--- src/rtl/fpu_pkg.sv ---
// Shared FPU definitions: requester ID width, default multiplier latency,
// the tag carried alongside each operation and the arbiter's grant-history state.
package fpu_pkg;

    localparam int REQ_ID_W = 1;
    localparam int FMUL_LAT = 3;

    typedef struct packed {
        logic                valid;
        logic [REQ_ID_W-1:0] id;
    } fmul_tag_t;

    typedef enum logic {
        LAST0 = 1'b0,
        LAST1 = 1'b1
    } arb_state_t;

endpackage

--- src/rtl/fmul.sv ---
// Pipelined IEEE-754 single multiplier, round-to-nearest-even. Denormal inputs
// and results flush to zero; Inf/NaN inputs give Inf. ovf leads y by one cycle.
module fmul #(
    parameter int NSTAGE = 3
) (
    input  logic        clk,
    input  logic        rstn,
    input  logic [31:0] x1,
    input  logic [31:0] x2,
    output logic [31:0] y,
    output logic        ovf
);

    logic        sgn;
    logic [7:0]  e1;
    logic [7:0]  e2;
    logic [47:0] prod;
    logic        norm;
    logic        guard;
    logic        sticky;
    logic        rnd;
    logic [22:0] frac;
    logic [23:0] frac_r;
    logic [9:0]  e_sum;
    logic [31:0] y_c;
    logic        ovf_c;

    always_comb begin
        sgn  = x1[31] ^ x2[31];
        e1   = x1[30:23];
        e2   = x2[30:23];
        prod = 48'({1'b1, x1[22:0]}) * 48'({1'b1, x2[22:0]});
        norm = prod[47];
        if (norm) begin
            frac   = prod[46:24];
            guard  = prod[23];
            sticky = |prod[22:0];
        end else begin
            frac   = prod[45:23];
            guard  = prod[22];
            sticky = |prod[21:0];
        end
        rnd    = guard & (sticky | frac[0]);
        frac_r = {1'b0, frac} + {23'b0, rnd};
        // biased exponent sum still carries one extra bias of 127
        e_sum  = {2'b0, e1} + {2'b0, e2} + {9'b0, norm} + {9'b0, frac_r[23]};
        ovf_c  = 1'b0;
        if (e1 == 8'hFF || e2 == 8'hFF) begin
            y_c = {sgn, 8'hFF, 23'b0};
        end else if (e1 == 8'h00 || e2 == 8'h00) begin
            y_c = {sgn, 31'b0};
        end else if (e_sum >= 10'd382) begin
            y_c   = {sgn, 8'hFF, 23'b0};
            ovf_c = 1'b1;
        end else if (e_sum <= 10'd127) begin
            y_c = {sgn, 31'b0};
        end else begin
            y_c = {sgn, 8'(e_sum - 10'd127), frac_r[22:0]};
        end
    end

    logic [31:0] y_pipe   [NSTAGE];
    logic        ovf_pipe [NSTAGE-1];

    always_ff @(posedge clk) begin
        if (!rstn) begin
            for (int i = 0; i < NSTAGE; i++)     y_pipe[i]   <= '0;
            for (int i = 0; i < NSTAGE - 1; i++) ovf_pipe[i] <= 1'b0;
        end else begin
            y_pipe[0]   <= y_c;
            ovf_pipe[0] <= ovf_c;
            for (int i = 1; i < NSTAGE; i++)     y_pipe[i]   <= y_pipe[i-1];
            for (int i = 1; i < NSTAGE - 1; i++) ovf_pipe[i] <= ovf_pipe[i-1];
        end
    end

    assign y   = y_pipe[NSTAGE-1];
    assign ovf = ovf_pipe[NSTAGE-2];

endmodule

--- src/rtl/fmul_res_fifo.sv ---
// Synchronous result FIFO with a registered head entry and exposed occupancy;
// pointers wrap modulo DEPTH (power of two).
module fmul_res_fifo #(
    parameter int WIDTH = 32,
    parameter int DEPTH = 4
) (
    input  logic                   clk,
    input  logic                   rst,
    input  logic                   push,
    input  logic [WIDTH-1:0]       wdata,
    input  logic                   pop,
    output logic [WIDTH-1:0]       head,
    output logic [$clog2(DEPTH):0] count
);

    localparam int AW = $clog2(DEPTH);
    localparam int CW = AW + 1;

    logic [WIDTH-1:0] mem [DEPTH];
    logic [AW-1:0]    wr_ptr;
    logic [AW-1:0]    rd_ptr;
    logic [AW-1:0]    rd_nxt;
    logic             pop_ok;

    assign pop_ok = pop & (count != '0);
    assign rd_nxt = rd_ptr + AW'(1);

    always_ff @(posedge clk) begin
        if (push) mem[wr_ptr] <= wdata;
    end

    always_ff @(posedge clk) begin
        if (rst) begin
            wr_ptr <= '0;
            rd_ptr <= '0;
            count  <= '0;
            head   <= '0;
        end else begin
            if (push)   wr_ptr <= wr_ptr + AW'(1);
            if (pop_ok) rd_ptr <= rd_nxt;
            case ({push, pop_ok})
                2'b10:   count <= count + CW'(1);
                2'b01:   count <= count - CW'(1);
                default: ;
            endcase
            // head always mirrors the entry at rd_ptr, or zero when empty
            if (pop_ok) begin
                if (count > CW'(1)) head <= mem[rd_nxt];
                else if (push)      head <= wdata;
                else                head <= '0;
            end else if (push && count == '0) begin
                head <= wdata;
            end
        end
    end

endmodule

--- src/rtl/fmul_arbiter.sv ---
// Round-robin sharing of one pipelined fmul between two requesters, with credit-
// guarded per-requester result FIFOs. Optional macro: FMUL_ARB_OVF_EN (overflow flag path).
//
// state | meaning
// LAST0 | requester 0 won the most recent grant
// LAST1 | requester 1 won the most recent grant (reset value, so 0 wins first contention)
module fmul_arbiter
    import fpu_pkg::*;
#(
    parameter int NSTAGE     = FMUL_LAT,
    parameter int FIFO_DEPTH = 4
) (
    input  logic        clk,
    input  logic        rst,
    input  logic        req0_valid,
    output logic        req0_ready,
    input  logic [31:0] req0_x1,
    input  logic [31:0] req0_x2,
    input  logic        req1_valid,
    output logic        req1_ready,
    input  logic [31:0] req1_x1,
    input  logic [31:0] req1_x2,
    output logic        res0_valid,
    input  logic        res0_ready,
    output logic [31:0] res0_y,
    output logic        res0_ovf,
    output logic        res1_valid,
    input  logic        res1_ready,
    output logic [31:0] res1_y,
    output logic        res1_ovf
);

    localparam int CNT_W = $clog2(FIFO_DEPTH) + 1;
    localparam int INF_W = $clog2(NSTAGE + 1);
    localparam int SUM_W = CNT_W + INF_W;
`ifdef FMUL_ARB_OVF_EN
    localparam int DW = 33;
`else
    localparam int DW = 32;
`endif

    arb_state_t       state_q;
    arb_state_t       state_d;
    logic             cand0;
    logic             cand1;
    logic             gnt0;
    logic             gnt1;
    logic [CNT_W-1:0] count0;
    logic [CNT_W-1:0] count1;
    logic [INF_W-1:0] inflight0;
    logic [INF_W-1:0] inflight1;
    logic [31:0]      fmul_x1;
    logic [31:0]      fmul_x2;
    logic [31:0]      fmul_y;
    logic [DW-1:0]    fifo_wdata;
    logic [DW-1:0]    head0;
    logic [DW-1:0]    head1;
    fmul_tag_t        tag_pipe [NSTAGE];
    fmul_tag_t        tag_in;
    fmul_tag_t        tag_out;
    logic             ret0;
    logic             ret1;

    // credits: ops in the pipe plus entries already queued must fit the FIFO
    assign cand0 = req0_valid & ((SUM_W'(inflight0) + SUM_W'(count0)) < SUM_W'(FIFO_DEPTH));
    assign cand1 = req1_valid & ((SUM_W'(inflight1) + SUM_W'(count1)) < SUM_W'(FIFO_DEPTH));

    always_ff @(posedge clk) begin
        if (rst) state_q <= LAST1;
        else     state_q <= state_d;
    end

    always_comb begin
        state_d = state_q;
        if (gnt0)      state_d = LAST0;
        else if (gnt1) state_d = LAST1;
    end

    always_comb begin
        gnt0 = 1'b0;
        gnt1 = 1'b0;
        if (!rst) begin
            gnt0 = cand0 & (~cand1 | (state_q == LAST1));
            gnt1 = cand1 & (~cand0 | (state_q == LAST0));
        end
    end

    assign req0_ready = gnt0;
    assign req1_ready = gnt1;

    always_comb begin
        fmul_x1 = '0;
        fmul_x2 = '0;
        if (gnt0) begin
            fmul_x1 = req0_x1;
            fmul_x2 = req0_x2;
        end else if (gnt1) begin
            fmul_x1 = req1_x1;
            fmul_x2 = req1_x2;
        end
    end

    always_comb begin
        tag_in       = '0;
        tag_in.valid = gnt0 | gnt1;
        tag_in.id    = REQ_ID_W'(gnt1);
    end

    always_ff @(posedge clk) begin
        if (rst) begin
            for (int i = 0; i < NSTAGE; i++) tag_pipe[i] <= '0;
        end else begin
            tag_pipe[0] <= tag_in;
            for (int i = 1; i < NSTAGE; i++) tag_pipe[i] <= tag_pipe[i-1];
        end
    end

    assign tag_out = tag_pipe[NSTAGE-1];
    assign ret0    = tag_out.valid & (tag_out.id == REQ_ID_W'(0));
    assign ret1    = tag_out.valid & (tag_out.id == REQ_ID_W'(1));

    always_ff @(posedge clk) begin
        if (rst) begin
            inflight0 <= '0;
            inflight1 <= '0;
        end else begin
            case ({gnt0, ret0})
                2'b10:   inflight0 <= inflight0 + INF_W'(1);
                2'b01:   inflight0 <= inflight0 - INF_W'(1);
                default: ;
            endcase
            case ({gnt1, ret1})
                2'b10:   inflight1 <= inflight1 + INF_W'(1);
                2'b01:   inflight1 <= inflight1 - INF_W'(1);
                default: ;
            endcase
        end
    end

`ifdef FMUL_ARB_OVF_EN
    logic fmul_ovf;
    logic ovf_q;

    // fmul raises ovf a cycle before y; hold it so it lines up with the tag
    always_ff @(posedge clk) begin
        if (rst) ovf_q <= 1'b0;
        else     ovf_q <= fmul_ovf;
    end

    assign fifo_wdata = {ovf_q, fmul_y};
    assign res0_ovf   = head0[32];
    assign res1_ovf   = head1[32];
`else
    assign fifo_wdata = fmul_y;
    assign res0_ovf   = 1'b0;
    assign res1_ovf   = 1'b0;
`endif

    fmul #(
        .NSTAGE(NSTAGE)
    ) u_fmul (
        .clk (clk),
        .rstn(~rst),
        .x1  (fmul_x1),
        .x2  (fmul_x2),
        .y   (fmul_y),
`ifdef FMUL_ARB_OVF_EN
        .ovf (fmul_ovf)
`else
        .ovf ()
`endif
    );

    fmul_res_fifo #(
        .WIDTH(DW),
        .DEPTH(FIFO_DEPTH)
    ) u_fifo0 (
        .clk  (clk),
        .rst  (rst),
        .push (ret0),
        .wdata(fifo_wdata),
        .pop  (res0_ready),
        .head (head0),
        .count(count0)
    );

    fmul_res_fifo #(
        .WIDTH(DW),
        .DEPTH(FIFO_DEPTH)
    ) u_fifo1 (
        .clk  (clk),
        .rst  (rst),
        .push (ret1),
        .wdata(fifo_wdata),
        .pop  (res1_ready),
        .head (head1),
        .count(count1)
    );

    assign res0_valid = (count0 != '0);
    assign res1_valid = (count1 != '0);
    assign res0_y     = head0[31:0];
    assign res1_y     = head1[31:0];

endmodule
--- config.mk ---
export PLATFORM = sky130hd
export DESIGN_NAME = fmul_arbiter
export DESIGN_NICKNAME = d
export VERILOG_FILES = /design/src/rtl/fpu_pkg.sv /design/src/rtl/fmul.sv /design/src/rtl/fmul_res_fifo.sv /design/src/rtl/fmul_arbiter.sv
export SDC_FILE = /design/constraint.sdc
export NUM_CORES = 2
export LEC_CHECK = 0
export ABC_AREA = 1
export BUFFER_PORTS_ARGS = -buffer_cell sky130_fd_sc_hd__buf_2
export CORE_MARGIN = 4
export CORE_UTILIZATION = 35
export CTS_BUF_LIST = sky130_fd_sc_hd__clkbuf_16
export CTS_CLUSTER_SIZE = 30
export DETAILED_ROUTE_END_ITERATION = 10
export GPL_TIMING_DRIVEN = 1
export MAX_ROUTING_LAYER = met4
export PLACE_DENSITY = 0.5
export REMOVE_ABC_BUFFERS = 1
export SLEW_MARGIN = 20
export SYNTH_ARGS = -nofsm -noshare
export SYNTH_HDL_FRONTEND = slang
export SYNTH_SLANG_ARGS = --single-unit
--- constraint.sdc ---
create_clock -name clk -period 9.86 [get_ports clk]
set_input_delay 0.986 -clock clk [delete_from_list [all_inputs] [get_ports clk]]
set_output_delay 0.986 -clock clk [all_outputs]
set_load 0.02 [all_outputs]
# After elaboration in Yosys (flattened, before gate mapping)
# Memory sizes are Yosys's and may differ from the RTL's.
# Cells that the tools add are included.
dict set report totals {
  register_bits 83
  ram_bits 358
  inputBits 134
  out_inout_bits 70
  wordCells 134
  memories 4
}
# name words word_bits read_ports rd_clocked_by_memory_dff wr line
set memory_table {}
lappend memory_table {u_fifo0.mem 4 32 1 0 1 fmul_res_fifo.sv:19} ;# logic [WIDTH-1:0] mem [DEPTH];
lappend memory_table {u_fifo1.mem 4 32 1 0 1 fmul_res_fifo.sv:19}
lappend memory_table {u_fmul.y_pipe 3 32 3 0 3 fmul.sv:62} ;# logic [31:0] y_pipe [NSTAGE];
lappend memory_table {tag_pipe 3 2 3 0 3 fmul_arbiter.sv:58} ;# fmul_tag_t tag_pipe [NSTAGE];
dict set report classes {
  n_addsub 19
  n_mul 1
  n_lt_le_gt_ge 6
  eq_ne 10
  mux 40
  bitwise_logic 24
  n_reduce_logical 19
}
# operator count
set op_table {}
lappend op_table {{$mux 32} 15}
lappend op_table {{$mux 31} 4}
lappend op_table {{$mul 24x24->48} 1}
lappend op_table {{$add 23x1->24} 1}
lappend op_table {{$mux 23} 1}
lappend op_table {{$reduce_or 23->1} 1}
lappend op_table {{$reduce_or 22->1} 1}
lappend op_table {{$add 10x1->10} 2}
lappend op_table {{$eq 8x8->1 const B} 2}
lappend op_table {{$logic_not 8->1} 2}
lappend op_table {{$reduce_bool 2->1} 7}
lappend op_table {{$mux 1} 13}
lappend op_table {{$add 2x1->2 const B} 6}
lappend op_table {{$pmux 3 s2} 2}
lappend op_table {{$ge 10x9->1 const B} 1}
lappend op_table {{$le 10x7->1 const B} 1}
lappend op_table {{$or 1x1->1} 10}
lappend op_table {{$add 8x8->9} 1}
lappend op_table {{$and 1x1->1} 9}
lappend op_table {{$add 2x3->4} 2}
lappend op_table {{$eq 2x1->1 const B} 4}
lappend op_table {{$eq 2x2->1 const B} 4}
lappend op_table {{$lt 4x3->1 const B} 2}
lappend op_table {{$pmux 2 s2} 2}
lappend op_table {{12 further kinds} 25}

# Longest topological paths before layout
dict set report depth {
  word_depth 22
  mapped_depth 67
  depth_no_buf 63
}

# Cells and area by module
# A second synthesis with hierarchy kept.
dict set report unflattened {
  cells_unflattened 5454
  hier_area_um2 42096.6
}
# mod n_inst cells_per_inst area_each_um2 seq_area_each_um2
set modules_own_cells {}
lappend modules_own_cells {fmul 1 3607 25695.9 1961.9}
lappend modules_own_cells {fmul_res_fifo 2 778 7226.9 4624.4}
lappend modules_own_cells {fmul_arbiter 1 291 1946.9 220.2}

# Worst setup path after synthesis
# OpenSTA, ideal clock, no wires.
dict set report synth_timing {
  kind {input port to flip-flop}
  startpoint {in req0_valid}
  endpoint {mem u_fmul.y_pipe[0][13]}
  setup_time_ps 64
  arrival_time_ps 10599
  required_ps 9796
  path_slack_ps -803
  stages 54
  n_path_buf 4
  cell_sequence {nand2_1 > a311oi_1 > nand3_1 > inv_2 > buf_2 > buf_1 > nand2_1 > nand2_1 > nand2_1 > clkbuf_1 > nor2_1 > fa_1 > fa_1 > inv_1 > fa_1 > fa_1 > inv_1 > fa_1 > (+18 left out) > nand2_1 > nor2_4 > nand3_1 > nor3_2 > fa_1 > ha_1 > nand2_1 > nor2_1 > inv_1 > nor3_1 > nor3b_1 > nand2_1 > nand3_1 > nand2_1 > nor2_1 > buf_2 > nand2_1 > nor2_1}
}
# element line
set synth_rtl {}
lappend synth_rtl {{from (decl)} fmul_arbiter.sv:15} ;# input logic req0_valid,
lappend synth_rtl {{to (decl)} fmul.sv:62}

==> flow_summary.json <==
{
  "clk_pin_slew_ps": 80,
  "grt_overflow": 0,
  "num_rows": 121,
  "worstPathArrival_ps": 10640,
  "die_outline_height_um": 341,
  "dp_cells": 6849,
  "max_slew_margin": 0.348,
  "end_kind": "register",
  "core-area_um2": 109000,
  "timing_max_transition_violations_final": 0,
  "worst_setup_slack_after_placement_ps": -1310,
  "postLayoutSetupSlackWorst_ps": -324,
  "final.setup_skew_ps": 41.8,
  "critPathSlowestCell": "sky130_fd_sc_hd__fa_1",
  "grt_util_all_layers": 0.240,
  "grt_setup_unrepaired": "true",
  "grt_pass1_vias": 34700,
  "violations": "setup timing",
  "ff2ff_path_depth": 62,
  "status": "finished with violations",
  "p_leak_nw": 24.6,
  "synth_seq_cells": 441,
  "vias_per_cell": 4.75,
  "synth-warning-count": 0,
  "setup_viol_count_final": 31,
  "ctsLongestPathBuffers": 3,
  "ir_drop_uv": 635,
  "vias": 33700,
  "tritoncts": "built",
  "routed_wirelength_mm": 135,
  "antenna_violating_nets_post_route": 0,
  "fp.dieArea_um2": 116000,
  "hpwlAfterDp_mm": 105,
  "route.detailed.wl_per_inst_um": 19.1,
  "r2r_setup_slack_ps": -320,
  "fill_cells": 10800,
  "min-delay-path-class": "reg -> reg",
  "grt_antenna_before_repair": 1,
  "timing.max_cap.violations": 0,
  "drc_errors": 0,
  "worst_setup_path_startpoint": "u_fifo1.count[1]$_SDFFE_PP0P_",
  "post-route-period-util": 1.03,
  "synth-edff-count": 256,
  "clk_latency_ps": 600,
  "critical_path.max_stage_delay_ps": 530,
  "worstMarginPinSlew_ps": 974,
  "wire_length_of_the_first_global_routing_pass_mm": 208,
  "num-nets-final": 6403,
  "synth-main-ff-cell": "sky130_fd_sc_hd__edfxtp_1",
  "synth-seq-area-share": 0.293,
  "synth.distinct_cells": 54,
  "drt_iter0_markers": 2333,
  "design.portCount": 204,
  "hold_violations": 0,
  "cts_root_buf": "sky130_fd_sc_hd__clkbuf_16",
  "port_buffers": 201,
  "asyncSetResetFlopFracSynth": 0,
  "firstDrtPassIters": 5,
  "reg2reg_to": "u_fmul.y_pipe[0][20]$_SDFF_PP0_",
  "worstReg2RegStart": "u_fifo1.count[1]$_SDFFE_PP0P_",
  "die_width_um": 341,
  "category_of_the_worst_setup_path_launch_point": "register",
  "cts_buffers": 45,
  "critPathMaxFanout": 7,
  "postSynthAreaPerCell_um2": 8.16,
  "period_minus_slack_ps": 10180,
  "cp-endpoint": "u_fmul.y_pipe[0][20]$_SDFF_PP0_",
  "fmax_mhz": 98.2,
  "synth.cell_area_um2": 38800,
  "cp_common_cell": "sky130_fd_sc_hd__buf_4",
  "initial_utilization": 0.355,
  "power_density_nw_per_um2": 396,
  "layout-drive-gt1-share": 0.263,
  "clock_tree.htree_level_count": 2,
  "diode_insertion_count_for_antenna_repair": 0,
  "cts_hold_buf": 0,
  "cts_num_sinks": 441,
  "grt_start_max_net_pins": 77,
  "worstPathRequired_ps": 10320,
  "post_synth_inst_count": 4758,
  "areaGrowthSynthToFinish_pct": 30.8,
  "final_cell_count_no_fill": 7092,
  "timing.setup.critical_path_class": "reg -> reg",
  "finalWeightedCongestion": 0.974
}
cell usage after synthesis, types with 3 or more instances:
cell type | instances | area, um^2
sky130_fd_sc_hd__a21oi_1 | 125 | 626
sky130_fd_sc_hd__o21ai_1 | 3 | 15.0
sky130_fd_sc_hd__nor2_1 | 634 | 2380
sky130_fd_sc_hd__nor2_2 | 18 | 113
sky130_fd_sc_hd__buf_2 | 16 | 80.1
sky130_fd_sc_hd__nor4_1 | 4 | 25.0
sky130_fd_sc_hd__o211ai_1 | 44 | 330
sky130_fd_sc_hd__xor2_1 | 28 | 245
sky130_fd_sc_hd__nand2_4 | 3 | 33.8
sky130_fd_sc_hd__nor3_1 | 7 | 35.0
sky130_fd_sc_hd__or2_2 | 20 | 125
sky130_fd_sc_hd__ha_1 | 206 | 2580
sky130_fd_sc_hd__o22ai_1 | 6 | 37.5
sky130_fd_sc_hd__fa_1 | 484 | 9690
sky130_fd_sc_hd__o21bai_1 | 6 | 45.0
sky130_fd_sc_hd__o221ai_1 | 10 | 87.6
sky130_fd_sc_hd__clkbuf_1 | 123 | 462
sky130_fd_sc_hd__nand3b_1 | 5 | 37.5
sky130_fd_sc_hd__clkinv_1 | 9 | 33.8
sky130_fd_sc_hd__xnor2_1 | 13 | 114
sky130_fd_sc_hd__nand3_1 | 86 | 430
sky130_fd_sc_hd__a31o_2 | 29 | 254
sky130_fd_sc_hd__nor2_4 | 5 | 56.3
sky130_fd_sc_hd__nand4_1 | 21 | 131
sky130_fd_sc_hd__nand2_1 | 1196 | 4490
sky130_fd_sc_hd__inv_1 | 985 | 3700
sky130_fd_sc_hd__buf_4 | 3 | 22.5
sky130_fd_sc_hd__buf_1 | 16 | 60.1
sky130_fd_sc_hd__mux2i_1 | 3 | 30.0
sky130_fd_sc_hd__o21ai_0 | 160 | 801
sky130_fd_sc_hd__dfxtp_1 | 185 | 3700
sky130_fd_sc_hd__edfxtp_1 | 256 | 7690
sky130_fd_sc_hd__inv_2 | 11 | 41.3
sky130_fd_sc_hd__nand2_2 | 10 | 62.6
sky130_fd_sc_hd__nand3_2 | 4 | 40.0
final cells by class:
type / instances / area [um^2] / share of cell area
multi-input combinational: 3154 / 24700 / 0.487
sequential: 441 / 11400 / 0.224
clock buffer: 45 / 1130 / 0.0222
timing repair buffer: 932 / 7400 / 0.146
inverter: 1005 / 3860 / 0.0760
clock inverter: 39 / 419 / 0.00825
tap: 1476 / 1850 / 0.0364
flip-flops by register name, indices dropped and copies added, names as in the netlist:
name / count
u_fifo0.mem: 128
u_fifo1.mem: 128
u_fmul.y_pipe: 96
u_fifo0.head: 32
u_fifo1.head: 32
tag_pipe: 6
u_fifo0.count: 3
u_fifo1.count: 3
inflight0: 2
inflight1: 2
u_fifo0.rd_ptr: 2
u_fifo0.wr_ptr: 2
u_fifo1.rd_ptr: 2
u_fifo1.wr_ptr: 2
state_q: 1
cells in the final DEF, fill, tap and decap left out, drive strengths merged, types with 3 or more instances in the layout:
| cell type | instances |
|---|---|
| fa | 484 |
| buf | 930 |
| clkinvlp | 8 |
| nor3 | 8 |
| or2 | 21 |
| nand2 | 1211 |
| nand3 | 90 |
| nor4 | 4 |
| o21ai | 163 |
| clkinv | 26 |
| inv | 1003 |
| edfxtp | 256 |
| o22ai | 7 |
| bufinv | 7 |
| o211ai | 44 |
| a31o | 29 |
| xor2 | 28 |
| nand3b | 5 |
| ha | 206 |
| nor2 | 658 |
| dfxtp | 185 |
| xnor2 | 13 |
| a21oi | 127 |
| clkbuf | 47 |
| o21bai | 6 |
| o221ai | 10 |
| nand4 | 23 |
| mux2i | 3 |
critical path, delay by kind of cell (launching register included):
family                     cells  cell delay (ps)
AOI/OAI and AO/OA              1              170
DFF                            1              340
and+or+nand+nor               21             1850
buffers and inverters         31             3600
adders and majority gates      9             4060
per-stage QoR:
stage               total power [mW]  utilization  setup TNS (ps)  area [um^2]  hold slack (ps)
global route                    21.6        0.464          -18900        50800              409
finish                          20.1        0.464           -4790        50800              376
floorplan                       8.34            -         -106380        38200              388
global placement                13.9        0.419          -40200        45900              389
detailed placement              13.8        0.419          -39400        45900              392
CTS                             18.8        0.456           -1500        49900              379
cell families after synthesis:
group           Yosys count  share of synthesized area
xor+xnor                 41                    0.00925
simple gates           2024                      0.208
fa+ha+maj               690                      0.316
other cells               1                  0.0000966
mux                       3                   0.000773
flops                   441                      0.293
buf+inv                1165                      0.114
compound gates          393                     0.0587
worst min path at each step:
| stage | startpoint | endpoint | slack [ps] | cells after the start |
|---|---|---|---|---|
| after floorplan | tag_pipe[0][0]$_SDFF_PP0_ | tag_pipe[0][2]$_SDFF_PP0_ | 390 | 2 |
| after detailed placement | u_fmul.y_pipe[0][31]$_SDFF_PP0_ | u_fmul.y_pipe[0][63]$_SDFF_PP0_ | 390 | 2 |
| final | u_fmul.y_pipe[0][47]$_SDFF_PP0_ | u_fmul.y_pipe[0][79]$_SDFF_PP0_ | 380 | 2 |
| after CTS | u_fmul.y_pipe[0][47]$_SDFF_PP0_ | u_fmul.y_pipe[0][79]$_SDFF_PP0_ | 380 | 2 |
| after global placement | tag_pipe[0][1]$_SDFF_PP0_ | tag_pipe[0][3]$_SDFF_PP0_ | 390 | 2 |
| after global routing | u_fmul.y_pipe[0][47]$_SDFF_PP0_ | u_fmul.y_pipe[0][79]$_SDFF_PP0_ | 410 | 2 |
routing by layer:
metal  GRT usage  share of wire  up-vias
met2       0.383           0.45      939
met1       0.334           0.46    16600
met4      0.0429          0.020        0
met5           -              0        -
li1            -              -    16000
met3      0.0296          0.064      153
report_power, final:
part	internal [mW]	switching, mW	leakage, nW
sequential	2.13	0.123	3.88
combinational	7.61	8.44	20.0
clock	1.03	0.758	0.779
what timing repair did:
item,CTS,global route
gates cloned,7,2
pin swaps,81,80
setup endpoints to repair,31,31
gates resized for setup,392,158
buffers inserted,123,31
Power figures use the tool's default switching activity.
